File: src/rtl/ksa_pkg.sv
// Shared constants and helpers for the pipelined Kogge-Stone adder.
package ksa_pkg;

   localparam int KSA_MAX_WIDTH = 128;

   function automatic int ksa_levels(input int width);
      return $clog2(width);
   endfunction

endpackage

File: src/rtl/ksa_prefix_level.sv
// One Kogge-Stone prefix level: black cells for i >= DIST, wires below.
module ksa_prefix_level #(
   parameter int WIDTH = 32,
   parameter int DIST  = 1
) (
   input  logic [WIDTH-1:0] g_in,
   input  logic [WIDTH-1:0] p_in,
   output logic [WIDTH-1:0] g_out,
   output logic [WIDTH-1:0] p_out
);

   for (genvar i = 0; i < WIDTH; i++) begin : g_bit
      if (i < DIST) begin : g_pass
         assign g_out[i] = g_in[i];
         assign p_out[i] = p_in[i];
      end else begin : g_cell
         assign g_out[i] = g_in[i] | (p_in[i] & g_in[i-DIST]);
         assign p_out[i] = p_in[i] & p_in[i-DIST];
      end
   end

endmodule

File: src/rtl/ksa_pipe_adder.sv
// Pipelined Kogge-Stone adder, one register stage per prefix level.
// Optional KSA_SUB_EN adds the sub input and the ovf output.
module ksa_pipe_adder
   import ksa_pkg::*;
#(
   parameter int WIDTH = 32,
   parameter int TAG_W = 1
) (
   input  logic             clk,
   input  logic             rst,
   input  logic             in_valid,
   output logic             in_ready,
   input  logic [WIDTH-1:0] a,
   input  logic [WIDTH-1:0] b,
   input  logic             cin,
`ifdef KSA_SUB_EN
   input  logic             sub,
`endif
   input  logic [TAG_W-1:0] in_tag,
   output logic             out_valid,
   input  logic             out_ready,
   output logic [WIDTH-1:0] sum,
   output logic             cout,
`ifdef KSA_SUB_EN
   output logic             ovf,
`endif
   output logic [TAG_W-1:0] out_tag
);

   localparam int LEVELS = ksa_levels(WIDTH);

   if (WIDTH < 2 || WIDTH > KSA_MAX_WIDTH) begin : g_bad_width
      $error("ksa_pipe_adder: WIDTH out of range");
   end

   logic             adv;
   logic [WIDTH-1:0] b_eff;
   logic             c_eff;
   logic [WIDTH-1:0] g_s0;
   logic [WIDTH-1:0] p_s0;

   logic [LEVELS:0]             v_q;
   logic [LEVELS:0]             c_q;
   logic [LEVELS:0][WIDTH-1:0]  g_q;
   logic [LEVELS:0][WIDTH-1:0]  p_q;
   logic [LEVELS:0][WIDTH-1:0]  po_q;
   logic [LEVELS:0][TAG_W-1:0]  t_q;
   logic [LEVELS:1][WIDTH-1:0]  g_n;
   logic [LEVELS:1][WIDTH-1:0]  p_n;

   logic [WIDTH-1:0] sum_n;
   logic             cout_n;
   logic             unused_p;

   assign adv      = !out_valid | out_ready;
   assign in_ready = adv;

`ifdef KSA_SUB_EN
   assign b_eff = b ^ {WIDTH{sub}};
   assign c_eff = cin ^ sub;
`else
   assign b_eff = b;
   assign c_eff = cin;
`endif

   // Carry-in folds into bit 0 so the prefix tree sees a single chain.
   always_comb begin
      p_s0    = a ^ b_eff;
      g_s0    = a & b_eff;
      g_s0[0] = g_s0[0] | (p_s0[0] & c_eff);
   end

   for (genvar k = 1; k <= LEVELS; k++) begin : g_lvl
      ksa_prefix_level #(
         .WIDTH (WIDTH),
         .DIST  (1 << (k - 1))
      ) u_lvl (
         .g_in  (g_q[k-1]),
         .p_in  (p_q[k-1]),
         .g_out (g_n[k]),
         .p_out (p_n[k])
      );
   end

   assign sum_n    = po_q[LEVELS] ^ {g_q[LEVELS][WIDTH-2:0], c_q[LEVELS]};
   assign cout_n   = g_q[LEVELS][WIDTH-1];
   assign unused_p = ^p_q[LEVELS];

   always_ff @(posedge clk or posedge rst) begin
      if (rst) begin
         v_q       <= '0;
         c_q       <= '0;
         g_q       <= '0;
         p_q       <= '0;
         po_q      <= '0;
         t_q       <= '0;
         out_valid <= 1'b0;
         sum       <= '0;
         cout      <= 1'b0;
         out_tag   <= '0;
      end else if (adv) begin
         v_q[0]  <= in_valid;
         c_q[0]  <= c_eff;
         g_q[0]  <= g_s0;
         p_q[0]  <= p_s0;
         po_q[0] <= p_s0;
         t_q[0]  <= in_tag;
         for (int k = 1; k <= LEVELS; k++) begin
            v_q[k]  <= v_q[k-1];
            c_q[k]  <= c_q[k-1];
            g_q[k]  <= g_n[k];
            p_q[k]  <= p_n[k];
            po_q[k] <= po_q[k-1];
            t_q[k]  <= t_q[k-1];
         end
         out_valid <= v_q[LEVELS];
         sum       <= sum_n;
         cout      <= cout_n;
         out_tag   <= t_q[LEVELS];
      end
   end

`ifdef KSA_SUB_EN
   logic [LEVELS:0] am_q;
   logic [LEVELS:0] bm_q;
   logic            ovf_n;

   assign ovf_n = (am_q[LEVELS] == bm_q[LEVELS])
                & (sum_n[WIDTH-1] != am_q[LEVELS]);

   always_ff @(posedge clk or posedge rst) begin
      if (rst) begin
         am_q <= '0;
         bm_q <= '0;
         ovf  <= 1'b0;
      end else if (adv) begin
         am_q[0] <= a[WIDTH-1];
         bm_q[0] <= b_eff[WIDTH-1];
         for (int k = 1; k <= LEVELS; k++) begin
            am_q[k] <= am_q[k-1];
            bm_q[k] <= bm_q[k-1];
         end
         ovf <= ovf_n;
      end
   end
`endif

endmodule

File: config.mk
export PLATFORM = sky130hd
export DESIGN_NAME = ksa_pipe_adder
export DESIGN_NICKNAME = d
export VERILOG_FILES = /design/src/rtl/ksa_pkg.sv /design/src/rtl/ksa_prefix_level.sv /design/src/rtl/ksa_pipe_adder.sv
export SDC_FILE = /design/constraint.sdc
export NUM_CORES = 1
export LEC_CHECK = 0
export BUFFER_PORTS_ARGS = -buffer_cell sky130_fd_sc_hd__buf_2
export CORE_MARGIN = 2
export CORE_UTILIZATION = 28
export DETAILED_ROUTE_END_ITERATION = 10
export GPL_ROUTABILITY_DRIVEN = 0
export PLACE_DENSITY_LB_ADDON = 0.3
export SETUP_SLACK_MARGIN = 0.02
export SYNTH_ARGS = -nofsm -noshare
export SYNTH_HDL_FRONTEND = slang
export SYNTH_SLANG_ARGS = --single-unit
File: constraint.sdc
create_clock -name clk -period 19.5 [get_ports clk]
set_input_delay 0.975 -clock clk [delete_from_list [all_inputs] [get_ports clk]]
set_output_delay 0.975 -clock clk [all_outputs]
set_load 0.005 [all_outputs]
---- Yosys cells after proc, flatten, opt, wreduce, memory -nomap -nowiden ----
Cells that the tools add are included.
operators by class
  add/sub/neg operators ................... 0
  shifts and indexed selects .............. 0
  div/mod/pow operators ................... 0
  equal/unequal tests ..................... 0
  $mul .................................... 0
  $lt $le $gt $ge ......................... 0
  reductions and logical operators ........ 1
  muxes and demuxes ....................... 0
  bitwise gates (word level) .............. 377
operators with widths
  operator         number
  $and 1x1->1      243
  $or 1x1->1       131
  $xor 32x32->32   2
  $and 32x32->32   1
  $logic_not 1->1  1
storage, ports and cells
  latch bits .............................. 0
  memories ................................ 0
  memory bits (writable) .................. 0
  flip-flop bits (word level) ............. 565
  ROM bits ................................ 0
  output and inout port bits .............. 36
  input bits .............................. 70

---- Logic depth before layout (Yosys ltp) ----
Gate-level depths: netlist of run 1.
  word-level depth ........................ 3
  mapped depth ............................ 6
  mapped depth without buffers ............ 3

---- By module ----
A second synthesis of run 1 with hierarchy kept.
unflattened totals
  cells, all modules ...................... 1581
  area total of the unflattened synthesis .. 24180.7 µm²
modules (own cells, without submodules)
  module                              cells an instance  times used  area an instance (µm²)
  ksa_pipe_adder                      1261               1           21889.7
  ksa_prefix_level at g_lvl[5].u_lvl  64                 1           480.5
  ksa_prefix_level at g_lvl[4].u_lvl  64                 1           466.7
  ksa_prefix_level at g_lvl[3].u_lvl  64                 1           452.9
  ksa_prefix_level at g_lvl[2].u_lvl  64                 1           446.7
  ksa_prefix_level at g_lvl[1].u_lvl  64                 1           444.2

---- Least setup slack after synthesis of run 1 ----
No wires, ideal clock.
  path type ............................... input -> output
  start ................................... in out_ready
  end ..................................... out in_ready
  arrival ................................. 1593 ps
  setup slack ............................. 16932 ps
  stages .................................. 5
  required time ........................... 18525 ps
  cell sequence ........................... nor2b_1 buf_4 inv_2 buf_2 buf_4
on the way
  longest elaborated chain between the ends .. 1
RTL lines
  element      line                  text
  from (decl)  ksa_pipe_adder.sv:21  input logic out_ready,
  $or 1x1->1   ksa_pipe_adder.sv:55  assign adv = !out_valid | out_ready;
  to (decl)    ksa_pipe_adder.sv:12  output logic in_ready,
No other way between the ends.

---- Worst setup path after layout of run 1 ----
Same ends and word-level chain as after synthesis.

==> results by group, run 1 <==
Timing
  – Slew Viols, Final: 0
  – Setup TNS: 0 ps
  – Slew of the pin with the lowest slew margin: 1100 ps
  – Final min period: roughly 3700 ps
  – Final worst-path cycle share: a little under a fifth
  – RSZ-0062 raised after global routing: no
  – Rel. slew slack: between 20% and 30%
  – Max Clock Skew: about 15 ps
  – Final setup vio count: 0
  – Fin. Hold Viols: 0
  – F_max: between 0.2 and 0.3 GHz

Critical path
  – Critical path class: input pin to output port
  – Max stage delay on crit path: between 600 and 700 ps
  – Endpoint class of the critical path: output port
  – R2r startpoint: out_valid
  – R2R depth: 4
  – Critical-path cell list: buf_4, nor2b_4, inv_8, buf_2
  – Required time of the critical path: between 15000 and 20000 ps
  – Worst Setup SP: out_ready
  – Arrival time worst endpoint: between 2000 and 3000 ps
  – Crit path max fanout: ~120
  – Worst path slowest cell: buf_4
  – Startpoint types: input pin
  – Reg2Reg Setup Slack: 16090 ps
  – RR Endpoint: g_q[135]

Yosys
  – Mapped Cells: between 1500 and 2000
  – Sequential share of the synthesized area: 61.0%
  – Synth area leaders: dfrtp_1, mux2_1, nand3b_1
  – Syn Area/Cell: around 13 um^2
  – Cell Area, Synth: approximately 22000 um^2
  – #FFs+latches synth: ~540
  – Yosys warnings: 0
  – Most frequent cell after synthesis: dfrtp_1
  – Post-synth top flop: dfrtp_1
  – Syn nets: 1804
  – Post-synth top area cell: dfrtp_1
  – Synth top area share: between 60 and 70%
  – Count of cell types in the netlist: 17
  – Share of flip-flops with an asynchronous set or reset: between 90% and 100%
  – List of most frequent post-synthesis cells: dfrtp_1, mux2_1, nand3b_1, o21ai_0, a21oi_1
  – Post-synth EDFFs: 0

Routing
  – Detailed Route WL: 49200 um
  – WL/cell: between 15 and 20 um
  – Drt pass-1 iters: 5
  – DR iter-0 viols: 902
  – Drt drc: 0
  – ANT nets after route: 0
  – Via Count: 13040
  – Vias/cell: between 4 and 5

Hold path
  – Hold Path Cell Cnt: 1
  – Hold path start: v_q[5]
  – Hold WC Path Type: register to register
  – Hold path endpoint: out_valid

Place
  – Detail Placement HPWL: ~32000 um
  – Port buffer count: approximately 110

CTS
  – Total setup buffers inserted after CTS: 0
  – CTS tree: yes
  – Cts hold-fix bufs: 0
  – CTS Sinks: roughly 540
  – Clock transition at the registers of the reported paths: around 60 ps
  – Post_cts resized: 0
  – Root Buffer Master: clkbuf_16
  – Worst-skew pair later-pin latency: about 590 ps
  – CTS HTree Levels: 2
  – Cts bufs inserted: 52
  – Max Root-Sink Buffers: 3

Floorplan
  – Die Wd: around 280 um
  – Std-Cell Core Area: a little under 80000 um^2
  – Die height: 284 um
  – Starting Density: between 20% and 30%
  – Core Rows: between 100 and 150
  – DIE AREA: between 80000 and 90000 um^2
  – # IOs: approximately 110

Power and ir drop
  – Leak pwr: roughly 11 nW
  – P per Cell Area: 153 nW/um^2
  – Maximum VDD drop: about 0.066 mV

Global routing
  – Vias in the first global route: between 10000 and 15000
  – Largest net degree at the start of global routing: ~190
  – First-pass GRT wire length: about 80000 um
  – Tot GR Track Use: 12.2%
  – Initial antenna violation count: 1
  – GR Overflow Total: 0

Cells and area
  – Layout cells sized above 1: between 10 and 15%
  – Layout area overhead: 14.9%
  – Final antenna diode count: 0
  – NumNets Final: between 1500 and 2000
  – Fill cells: 7731
  – Layout Utilization: 32.5%

Flow run
  – Max Cap Viol: 0

Status
  – Status: finished clean
==> through the flow <==
stage | hold slack, ps | instance area (um^2) | setup slack, ps | power, W | cells
2_1_floorplan | 427 | 21900 | 3570 | 0.00246 | 1702
3_3_place_gp | 448 | 23400 | 15540 | 0.00278 | 2750
3_5_place_dp | 453 | 23400 | 15490 | 0.00282 | 2750
4_1_cts | 468 | 25200 | 15810 | 0.00391 | 2844
5_1_grt | 494 | 25200 | 15670 | 0.00411 | 2844
6_report | 465 | 25200 | 15780 | 0.00385 | 2844
==> layout make-up <==
type	count	area (um^2)	share of cell area (%)
sequential	535	13400	53.1
multi-input combinational	1056	8020	31.8
clock buffer	72	1500	5.94
tap	1040	1300	5.16
timing repair buffer	117	631	2.50
clock inverter	22	348	1.38
inverter	2	22.5	0.0893
==> worst max-delay path: cells and delay by family <==
| kind | cells | cell delay (ps) |
|---|---|---|
| buffers and inverters | 3 | 1460 |
| and+or+nand+nor | 1 | 120 |
==> logic make-up (layout without fill, tap and decap cells) <==
kind of cell    after synthesis  after routing  synth area share [%]
xor+xnor                     32             32                  1.28
mux                         306            306                  15.7
simple gates                328            328                  9.53
flops                       535            535                  61.0
compound gates              358            358                  8.16
buf+inv                     111            213                  2.50
fa+ha+maj                    32             32                  1.82
==> per-layer routing <==
metal	vias to the layer above	global-route usage, %	routed length (um)
met5	-	0	0
met4	0	3.13	1010
met3	62	1.78	1440
met2	195	18.9	22200
met1	6603	17.9	24500
li1	6180	-	-
==> state kept, by name (all words and copies together) (netlist names) <==
signal / count
sum: 32
t_q: 6
cout: 1
cout_n: 1
out_valid: 1
v_q: 6
c_q: 6
g_q: 191
out_tag: 1
po_q: 188
p_q: 102
==> worst max path at each step <==
| stage | endpoint | cells after the start | slack, ps |
|---|---|---|---|
| after global placement | p_q[96] | 5 | 15540 |
| after floorplan | c_q[0] | 1 | 3570 |
| after CTS | in_ready | 4 | 15810 |
| final | in_ready | 4 | 15780 |
| after detailed placement | p_q[96] | 5 | 15490 |
| after global routing | in_ready | 4 | 15670 |
==> report_power, final <==
| part | switching, W | internal (W) |
|---|---|---|
| clock | 0.000423 | 0.000654 |
| combinational | 0.000403 | 0.000405 |
| sequential | 0.000399 | 0.00156 |
==> cells in the final DEF, fill, tap and decap left out, types with 12 or more instances in the layout <==
master,count
clkbuf_16,53
nand3b_1,228
mux2_2,58
mux2_1,248
buf_2,104
dfrtp_1,534
a21oi_1,130
xor2_1,32
buf_4,12
nand2_1,98
ha_1,32
o21ai_0,228
Power figures use the tool's default switching activity.
==> run 2, diff against run 1 <==
==> constraint.sdc (replaced) <==
create_clock -name clk -period 3 [get_ports clk]
set_input_delay 0.15 -clock clk [delete_from_list [all_inputs] [get_ports clk]]
set_output_delay 0.15 -clock clk [all_outputs]
set_load 0.005 [all_outputs]
==> results by group, run 2 (synthesis gave the netlist of run 1 again) <==
Critical path
  – Crit path max fanout: between 40 and 50
  – R2r startpoint: out_valid
  – Reg2Reg Setup Slack: 890 ps
  – R2R depth: 3
  – Arrival time worst endpoint: 2160 ps
  – Endpoint class of the critical path: output port
  – Required time of the critical path: about 2900 ps
  – RR Endpoint: g_q[98]
  – Critical path class: register to output port
  – Startpoint types: register

Global routing
  – First-pass GRT wire length: slightly above 80000 um
  – Tot GR Track Use: around 12%
  – Initial antenna violation count: 4
  – GR Overflow Total: 0
  – Vias in the first global route: 14138
  – Largest net degree at the start of global routing: around 250

Routing
  – Drt pass-1 iters: 4
  – Drt drc: 0
  – WL/cell: 16.8 um
  – Detailed Route WL: 49500 um
  – ANT nets after route: 0
  – Via Count: between 10000 and 15000
  – Vias/cell: about 4.6
  – DR iter-0 viols: 1014

Timing
  – Final worst-path cycle share: between 70% and 80%
  – Slew of the pin with the lowest slew margin: 1220 ps
  – RSZ-0062 raised after global routing: no
  – Slew Viols, Final: 0
  – Final setup vio count: 0
  – Setup slack after layout: 688 ps
  – Final min period: 2310 ps
  – Fin. Hold Viols: 0
  – Max Clock Skew: 8.98 ps
  – F_max: approximately 0.43 GHz
  – Rel. slew slack: roughly 19%

Floorplan
  – DIE AREA: 80600 um^2
  – # IOs: between 100 and 150
  – Std-Cell Core Area: 77500 um^2
  – Die height: roughly 280 um
  – Die Wd: around 280 um
  – Starting Density: between 20% and 30%
  – Core Rows: 102

Cells and area
  – Commonest non-fill, non-tap cells in the layout: dfrtp_1, mux2_1, nand3b_1, o21ai_0, a21oi_1
  – Number of flip-flops in the largest register: between 150 and 200
  – Layout cells sized above 1: between 10% and 20%
  – Regs by FF count: g_q (191), po_q (188), p_q (102)
  – Non-filler cells in the finished layout: around 3000
  – Layout area overhead: 20.0%
  – NumNets Final: approximately 2000
  – Fill cells: just under 8000
  – Biggest register: g_q
  – Most common cell after layout, fill and taps aside: dfrtp_1

Status
  – Status: finished clean

CTS
  – CTS Sinks: between 500 and 600
  – Worst-skew pair later-pin latency: ~600 ps
  – Root Buffer Master: clkbuf_16
  – Clock transition at the registers of the reported paths: about 60 ps
  – CTS HTree Levels: 2
  – CTS tree: yes
  – Max Root-Sink Buffers: 3
  – Total setup buffers inserted after CTS: 0
  – Cts bufs inserted: 54

Place
  – Port buffer count: between 100 and 150
  – Detail Placement HPWL: between 30000 and 40000 um
  – Setup slack at placement: 1010 ps
  – Cell count after placement: about 2800

Power and ir drop
  – Maximum VDD drop: around 1 mV
  – P per Cell Area: about 950 nW/um^2
  – Leak pwr: roughly 11 nW

Hold path
  – Hold path endpoint: g_q[0]
  – Hold WC Path Type: input pin to register
  – Hold path start: a[0]
  – Hold Path Cell Cnt: 4

Flow run
  – Max Cap Viol: 0
run 2: power by group:
| group | internal [W] | leakage, nW | switching (W) |
|---|---|---|---|
| registers | 0.0102 | 6.62 | 0.00243 |
| logic | 0.00280 | 3.60 | 0.00281 |
| clock network | 0.00400 | 0.898 | 0.00279 |
| total | 0.0170 | 11.1 | 0.00803 |
run 2: per-stage QoR:
stage          setup TNS [ps]  hold WS, ps  utilization (%)  instance area (um^2)  power, W
5_1_grt                     0         72.0             34.0                 26300    0.0267
2_1_floorplan        -2366860          285                -                 21900    0.0160
3_5_place_dp                0          273             30.4                 23500    0.0184
4_1_cts                     0         13.3             34.0                 26300    0.0254
6_report                    0         35.8             34.0                 26300    0.0250
3_3_place_gp                0          288             30.4                 23500    0.0181
run 2: how the worst max path moves through the flow:
stage / start / end / depth (start not counted)
6_report: out_valid / in_ready / 4
5_1_grt: out_valid / in_ready / 4
4_1_cts: out_valid / in_ready / 4
3_5_place_dp: out_valid / g_q[97] / 3
3_3_place_gp: out_valid / g_q[98] / 3
2_1_floorplan: rst / c_q[0] / 1
run 2: layout make-up:
type / instances / area, um^2 / area share [%]
Sequential cell: 535 / 13400 / 50.9
Clock inverter: 18 / 178 / 0.675
Timing Repair Buffer: 224 / 1790 / 6.82
Antenna cell: 1 / 2.50 / 0.00951
Clock buffer: 77 / 1620 / 6.16
Multi-Input combinational cell: 1056 / 8020 / 30.5
Tap cell: 1040 / 1300 / 4.94
Inverter: 2 / 18.8 / 0.0713
run 2: layer usage:
| metal | share of wire [%] | track usage [%] | vias to the layer above |
|---|---|---|---|
| li1 | - | - | 6412 |
| met1 | 50 | 18.1 | 6832 |
| met2 | 45 | 19.1 | 180 |
| met3 | 3.2 | 1.96 | 59 |
| met4 | 1.7 | 2.92 | 0 |
| met5 | 0 | 0 | - |
run 2: timing repair:
action	4_1_cts	5_1_grt
endpoints found under the hold margin	184	0
resized for setup	0	0
hold buffers	99	0
run 2: critical path, stage by stage, from the launching register on:
cell	delay [ps]
dfrtp_4	490
nor2b_4	160
inv_8	300
buf_4	390
buf_2	180
